===== src/rtl/hub75_rx.sv =====
// HUB75 receiver: oversamples panel pins on clk_in and rebuilds each latched row pair.
// Latency: row_valid rises SYNC_STAGES clk_in edges after latch is first sampled high.
// Backpressure: one-row output holding register; rows arriving while it is full and unaccepted are dropped and counted.
module hub75_rx #(
  parameter int NUM_COLS    = 64,
  parameter int ADDR_W      = 5,
  parameter int SYNC_STAGES = 2,
  parameter int OE_CNT_W    = 16
) (
  input  logic                   clk_in,
  input  logic                   rst_in,
  input  logic                   hub75_clk,
  input  logic [2:0]             hub75_rgb0,
  input  logic [2:0]             hub75_rgb1,
  input  logic                   hub75_latch,
  input  logic                   hub75_OE,
  input  logic [ADDR_W-1:0]      hub75_addr,
  output logic [3*NUM_COLS-1:0]  row_data0,
  output logic [3*NUM_COLS-1:0]  row_data1,
  output logic [ADDR_W-1:0]      row_addr,
  output logic [OE_CNT_W-1:0]    row_oe_cycles,
  output logic                   row_err,
  output logic                   row_valid,
  input  logic                   row_ready,
  output logic [7:0]             overrun_cnt
);

  localparam int PW = 9 + ADDR_W;
  localparam int CW = $clog2(NUM_COLS) + 1;
  // OE idles deasserted (high) so the counter does not run while the synchronizer refills
  localparam logic [PW-1:0] SYNC_RST = {{(PW-ADDR_W-1){1'b0}}, 1'b1, {ADDR_W{1'b0}}};

  typedef enum logic {EMPTY, FULL} state_t;

  logic [PW-1:0]          sync_q [SYNC_STAGES];
  logic                   s_clk, s_latch, s_oe, clk_d, latch_d;
  logic [2:0]             s_rgb0, s_rgb1;
  logic [ADDR_W-1:0]      s_addr;
  logic                   clk_rise, row_end, row_err_c, load, ovf;
  logic [CW-1:0]          pix_cnt, pix_upd;
  logic [3*NUM_COLS-1:0]  shift0, shift1, shift0_upd, shift1_upd;
  logic [OE_CNT_W-1:0]    oe_cnt, oe_upd;
  state_t                 state, state_nxt;

  always_ff @(posedge clk_in or negedge rst_in) begin
    if (!rst_in) begin
      for (int i = 0; i < SYNC_STAGES; i++) sync_q[i] <= SYNC_RST;
      clk_d   <= 1'b0;
      latch_d <= 1'b0;
    end else begin
      sync_q[0] <= {hub75_clk, hub75_rgb0, hub75_rgb1, hub75_latch, hub75_OE, hub75_addr};
      for (int i = 1; i < SYNC_STAGES; i++) sync_q[i] <= sync_q[i-1];
      clk_d   <= s_clk;
      latch_d <= s_latch;
    end
  end

  assign {s_clk, s_rgb0, s_rgb1, s_latch, s_oe, s_addr} = sync_q[SYNC_STAGES-1];
  assign clk_rise = s_clk & ~clk_d;
  assign row_end  = s_latch & ~latch_d;

  // Shift update for this cycle is folded in before a coincident row end is evaluated
  always_comb begin
    shift0_upd = shift0;
    shift1_upd = shift1;
    pix_upd    = pix_cnt;
    if (clk_rise) begin
      for (int k = 0; k < NUM_COLS; k++) begin
        if (pix_cnt == CW'(k)) begin
          shift0_upd[3*k +: 3] = s_rgb0;
          shift1_upd[3*k +: 3] = s_rgb1;
        end
      end
      if (pix_cnt != '1) pix_upd = pix_cnt + 1'b1;
    end
  end

  assign row_err_c = (pix_upd != CW'(NUM_COLS));
  assign oe_upd    = (!s_oe && oe_cnt != '1) ? oe_cnt + 1'b1 : oe_cnt;

  always_ff @(posedge clk_in or negedge rst_in) begin
    if (!rst_in) begin
      pix_cnt <= '0;
      shift0  <= '0;
      shift1  <= '0;
      oe_cnt  <= '0;
    end else if (row_end) begin
      pix_cnt <= '0;
      shift0  <= '0;
      shift1  <= '0;
      oe_cnt  <= {{(OE_CNT_W-1){1'b0}}, ~s_oe};
    end else begin
      pix_cnt <= pix_upd;
      shift0  <= shift0_upd;
      shift1  <= shift1_upd;
      oe_cnt  <= oe_upd;
    end
  end

  always_ff @(posedge clk_in or negedge rst_in) begin
    if (!rst_in) state <= EMPTY;
    else         state <= state_nxt;
  end

  always_comb begin
    state_nxt = state;
    load      = 1'b0;
    ovf       = 1'b0;
    case (state)
      EMPTY: begin
        if (row_end) begin
          load      = 1'b1;
          state_nxt = FULL;
        end
      end
      FULL: begin
        if (row_end) begin
          load = row_ready;
          ovf  = ~row_ready;
        end else if (row_ready) begin
          state_nxt = EMPTY;
        end
      end
      default: state_nxt = EMPTY;
    endcase
  end

  assign row_valid = (state == FULL);

  always_ff @(posedge clk_in or negedge rst_in) begin
    if (!rst_in) begin
      row_data0     <= '0;
      row_data1     <= '0;
      row_addr      <= '0;
      row_oe_cycles <= '0;
      row_err       <= 1'b0;
      overrun_cnt   <= '0;
    end else begin
      if (load) begin
        row_data0     <= shift0_upd;
        row_data1     <= shift1_upd;
        row_addr      <= s_addr;
        row_oe_cycles <= oe_cnt;
        row_err       <= row_err_c;
      end
      if (ovf && overrun_cnt != 8'hff) overrun_cnt <= overrun_cnt + 8'd1;
    end
  end

endmodule


===== config.mk =====
export PLATFORM = sky130hd
export DESIGN_NAME = hub75_rx
export DESIGN_NICKNAME = d
export VERILOG_FILES = /design/src/rtl/hub75_rx.sv
export SDC_FILE = /design/constraint.sdc
export NUM_CORES = 1
export LEC_CHECK = 0
export ABC_AREA = 1
export ABC_CLOCK_PERIOD_IN_PS = 1700
export CAP_MARGIN = 10
export CORE_ASPECT_RATIO = 1.1
export CORE_MARGIN = 8
export CORE_UTILIZATION = 52
export CTS_BUF_LIST = sky130_fd_sc_hd__clkbuf_2 sky130_fd_sc_hd__clkbuf_4 sky130_fd_sc_hd__clkbuf_8
export DETAILED_ROUTE_END_ITERATION = 7
export GPL_TIMING_DRIVEN = 0
export PLACE_DENSITY = 0.79
export SYNTH_ARGS = -nofsm -noshare
export SYNTH_HDL_FRONTEND = slang
export SYNTH_SLANG_ARGS = --single-unit

===== constraint.sdc =====
create_clock -name clk_in -period 1.7 [get_ports clk_in]
set_input_delay 0.255 -clock clk_in [delete_from_list [all_inputs] [get_ports clk_in]]
set_output_delay 0.255 -clock clk_in [all_outputs]
set_load 0.01 [all_outputs]

==> reports/summary.txt <==
Outcome - finished, violations left
Violated checks - design-rule violations, negative hold slack, negative setup slack
Count of final hold-check violations - 104
Period utilization - 1.175
Tightest Pin Transition - 0.8505 ns
First-pass detailed-route iteration total - 8
Slew Limit Headroom - 0.4330
Final net count - 3,898
CP Class - reg2reg
DIE AREA - 0.07252 sq mm
Pre-CTS setup slack - -1.124 ns
CP max stage delay - 0.69 ns
Class of the tightest hold or removal check - in2async
Htree depth - 4
Average wire per standard cell - 24.34 um
Largest net degree at the start of global routing - 128
Crit path launch type - flip-flop
Critical Path Sink - row_data1[69]$_DFFE_PN0P_
Crit Path Max Fanout - 10
#FFs+latches synth - 852
CTS tree - done
Number of synthesized flops with an enable pin - 0
Slowest cell on the critical path - clkbuf_1
RSZ-0062 raised after global routing - true
Synth unique cells - 35
Most used flip-flop cell after synthesis - dfrtp_1
Data arrival, critical path - 2.70 ns
GRT Util Overall - 0.2835
Worst r2r path cells - 3
Post-cts hold buffer count - 14
Vias post-DR - 27.33k
Largest cells by area after synthesis - dfrtp_1 64%, mux2i_1 8.6%, nand2_1 6.8%
Clock Sinks - 852
Worst reg2reg startpoint - s_rgb1[0]$_DFF_PN0_
VDD IR max - 0.7772 mV
Final setup viols - 966
Yosys warns - 0
Hold_ws - -0.4751 ns
Routed Antenna Nets - 0
Vias in the first global route - 26.80k
I/O pin count - 432
Compound-Gate Fraction of Synth Area - 0.07697
Crit path from - s_rgb1[0]$_DFF_PN0_
Initial antenna violation count - 1
GP Congestion - 0.8618
Die Ht - 281.6 um
Rows - 97
Post-synth top area share - 0.6377
Async set-or-reset flop fraction in the synthesized netlist - 1.000
Final Max Tran Viols - 0
CTS Buf Count - 136
Multiplexer share of the synthesized area - 0.08642
Starting Density - 0.5245
Final wirelength - 117,400 um
Initial DRC count - 2,064
Cells after Synth - 3,145
Sequential share of the synthesized area - 0.6393
Reg-to-reg critical path endpoint - row_data1[69]$_DFFE_PN0P_
Post-synthesis xor/xnor area fraction - 0.003151
R2R Setup Slk - -0.30 ns
Most common cell in the synthesized netlist - dfrtp_1
Area leader, netlist - dfrtp_1
Clock Skews - 0.04296 ns
Layout Utilization - 0.7594
Clk buf depth - 3
Total grt overflow - 0
PnR worst setup slack - -0.2978 ns
Syn Nets - 3,168
Die Span X - 257.5 um
Worst EP required - 2.40 ns
PortBufs - 431
Core Area - 0.06360 sq mm
Power per cell area - 901.6 mW/mm^2
Critical Path, Cell by Cell - clkbuf_1 -> mux2i_1 -> o21ai_0
Leakage - 25.59 nW
Syn-to-layout area delta - 44.78%
Clock-pin slew on the worst setup and hold paths - 0.07 ns
Crit end category - flip-flop
Syn Area/Cell - 10.61 sq um
MaxCap Viol Count - 0
Remaining routing DRC violations - 1
Cell Area, Synth - 0.03336 sq mm
DP Wirelength - 70,200 um
CTS root buf - clkbuf_8
Most common library cells after synthesis - 850 x dfrtp_1, 604 x nand2_1, 410 x nor2_1, 403 x o21ai_0, 288 x mux2i_1
Layout cells sized above 1 - 0.2965
Filler cells - 3,891
Vias per cell - 5.667
Largest family of logic cells by synthesized area - simple AND/OR/NAND/NOR gates
FMAX - 500.6 MHz
Simple-gate portion of the synthesized area - 0.1495
Post-synthesis adder-cell area fraction - 0.002251
First-pass GRT wire length - 158,500 um
Crit path time final - 1.998 ns
Clk Latency, worst-skew pair - 0.81 ns
==> cells in the final DEF, fill, tap and decap left out, drive strengths merged <==
cell type / Yosys / final
a21oi: 4 / 4
a22oi: 1 / 1
buf: 76 / 206
bufinv: 0 / 4
clkbuf: 124 / 376
clkdlybuf4s50: 0 / 15
clkinv: 1 / 14
clkinvlp: 0 / 4
dfrtp: 850 / 850
dfstp: 2 / 2
diode: 0 / 1
dlygate4sd2: 0 / 397
dlygate4sd3: 0 / 14
ha: 6 / 6
inv: 138 / 143
mux2i: 288 / 288
nand2: 660 / 661
nand3: 22 / 22
nand3b: 2 / 2
nand4: 8 / 8
nor2: 427 / 427
nor3: 16 / 16
nor3b: 1 / 1
o21ai: 506 / 506
o31ai: 1 / 1
xnor2: 4 / 4
xor2: 8 / 8
==> per-stage QoR <==
stage / TNS, ns / instance area (sq um) / power (W) / std cells
2_1_floorplan: 0 / 33360 / 0.02220 / 3145
3_3_place_gp: - / 38720 / 0.02347 / 4417
3_5_place_dp: -776.86 / 38920 / 0.02373 / 4424
4_1_cts: -80.01 / 43490 / 0.04268 / 4740
5_1_grt: -102.04 / 48290 / 0.04483 / 4822
6_report: -50.46 / 48290 / 0.04354 / 4822
==> flip-flops by register name, indices dropped and copies added (netlist names), 7 cells and up <==
register / cells
oe_cnt: 16
overrun_cnt: 8
pix_cnt: 7
row_data0: 192
row_data1: 192
row_oe_cycles: 16
shift0: 192
shift1: 192
sync_q: 14
==> repair_timing <==
item                                    CTS  global route
gates resized for setup                 936          1054
pin swaps                                32            78
setup buffers                            55            43
setup endpoints to repair              1227          1200
cloned                                   10            42
endpoints found under the hold margin   118           104
==> how the worst min path moves through the flow <==
stage                                end  cells after the start
4_1_cts        row_data0[15]$_DFFE_PN0P_                      1
2_1_floorplan            clk_d$_DFF_PN0_                      0
3_5_place_dp         s_rgb1[0]$_DFF_PN0_                      0
6_report       row_data0[18]$_DFFE_PN0P_                      1
3_3_place_gp         s_rgb1[1]$_DFF_PN0_                      0
5_1_grt        row_data0[15]$_DFFE_PN0P_                      1
==> per-layer routing <==
metal | vias to the layer above | track usage | share of wire
met1 | 14030 | 0.3511 | 0.37
met3 | 336 | 0.07991 | 0.081
li1 | 11710 | - | -
met2 | 1252 | 0.4641 | 0.49
met5 | - | 0 | 0
met4 | 0 | 0.1267 | 0.054
==> critical path: cells and delay by family (launching register included) <==
| family | cells | cell delay, ns |
|---|---|---|
| buf+inv | 1 | 0.69 |
| flops | 1 | 0.68 |
| compound gates | 1 | 0.27 |
| mux | 1 | 0.26 |
==> report_power, final <==
part / total (W) / switching, W / internal [W]
Combinational: 0.00349 / 0.00223 / 0.00125
Clock: 0.0192 / 0.00850 / 0.0107
Sequential: 0.0209 / 0.000295 / 0.0206
Total: 0.0435 / 0.0110 / 0.0325
==> area by class of cell <==
cell class                      instances  area, sq um  area share
Clock buffer                          217         2680     0.05550
Multi-Input combinational cell       1955        14240      0.2949
Antenna cell                            1        2.502  0.00005182
Clock inverter                         26        297.8    0.006166
Tap cell                              841         1052     0.02179
Timing Repair Buffer                  598         6284      0.1301
Inverter                              139        539.3     0.01117
Buffer                                193         1852     0.03834
Sequential cell                       852        21340      0.4419
==> logic make-up (layout without fill, tap and decap cells) <==
| group | count (synthesis) | count (layout) |
|---|---|---|
| and+or+nand+nor | 1136 | 1137 |
| DFF | 852 | 852 |
| AOI/OAI and AO/OA | 512 | 512 |
| buffers and inverters | 339 | 1173 |
| muxes | 288 | 288 |
| xor gates and xnor gates | 12 | 12 |
| adders and majority gates | 6 | 6 |
| other | 0 | 1 |
(Power assumes the default switching activity.)
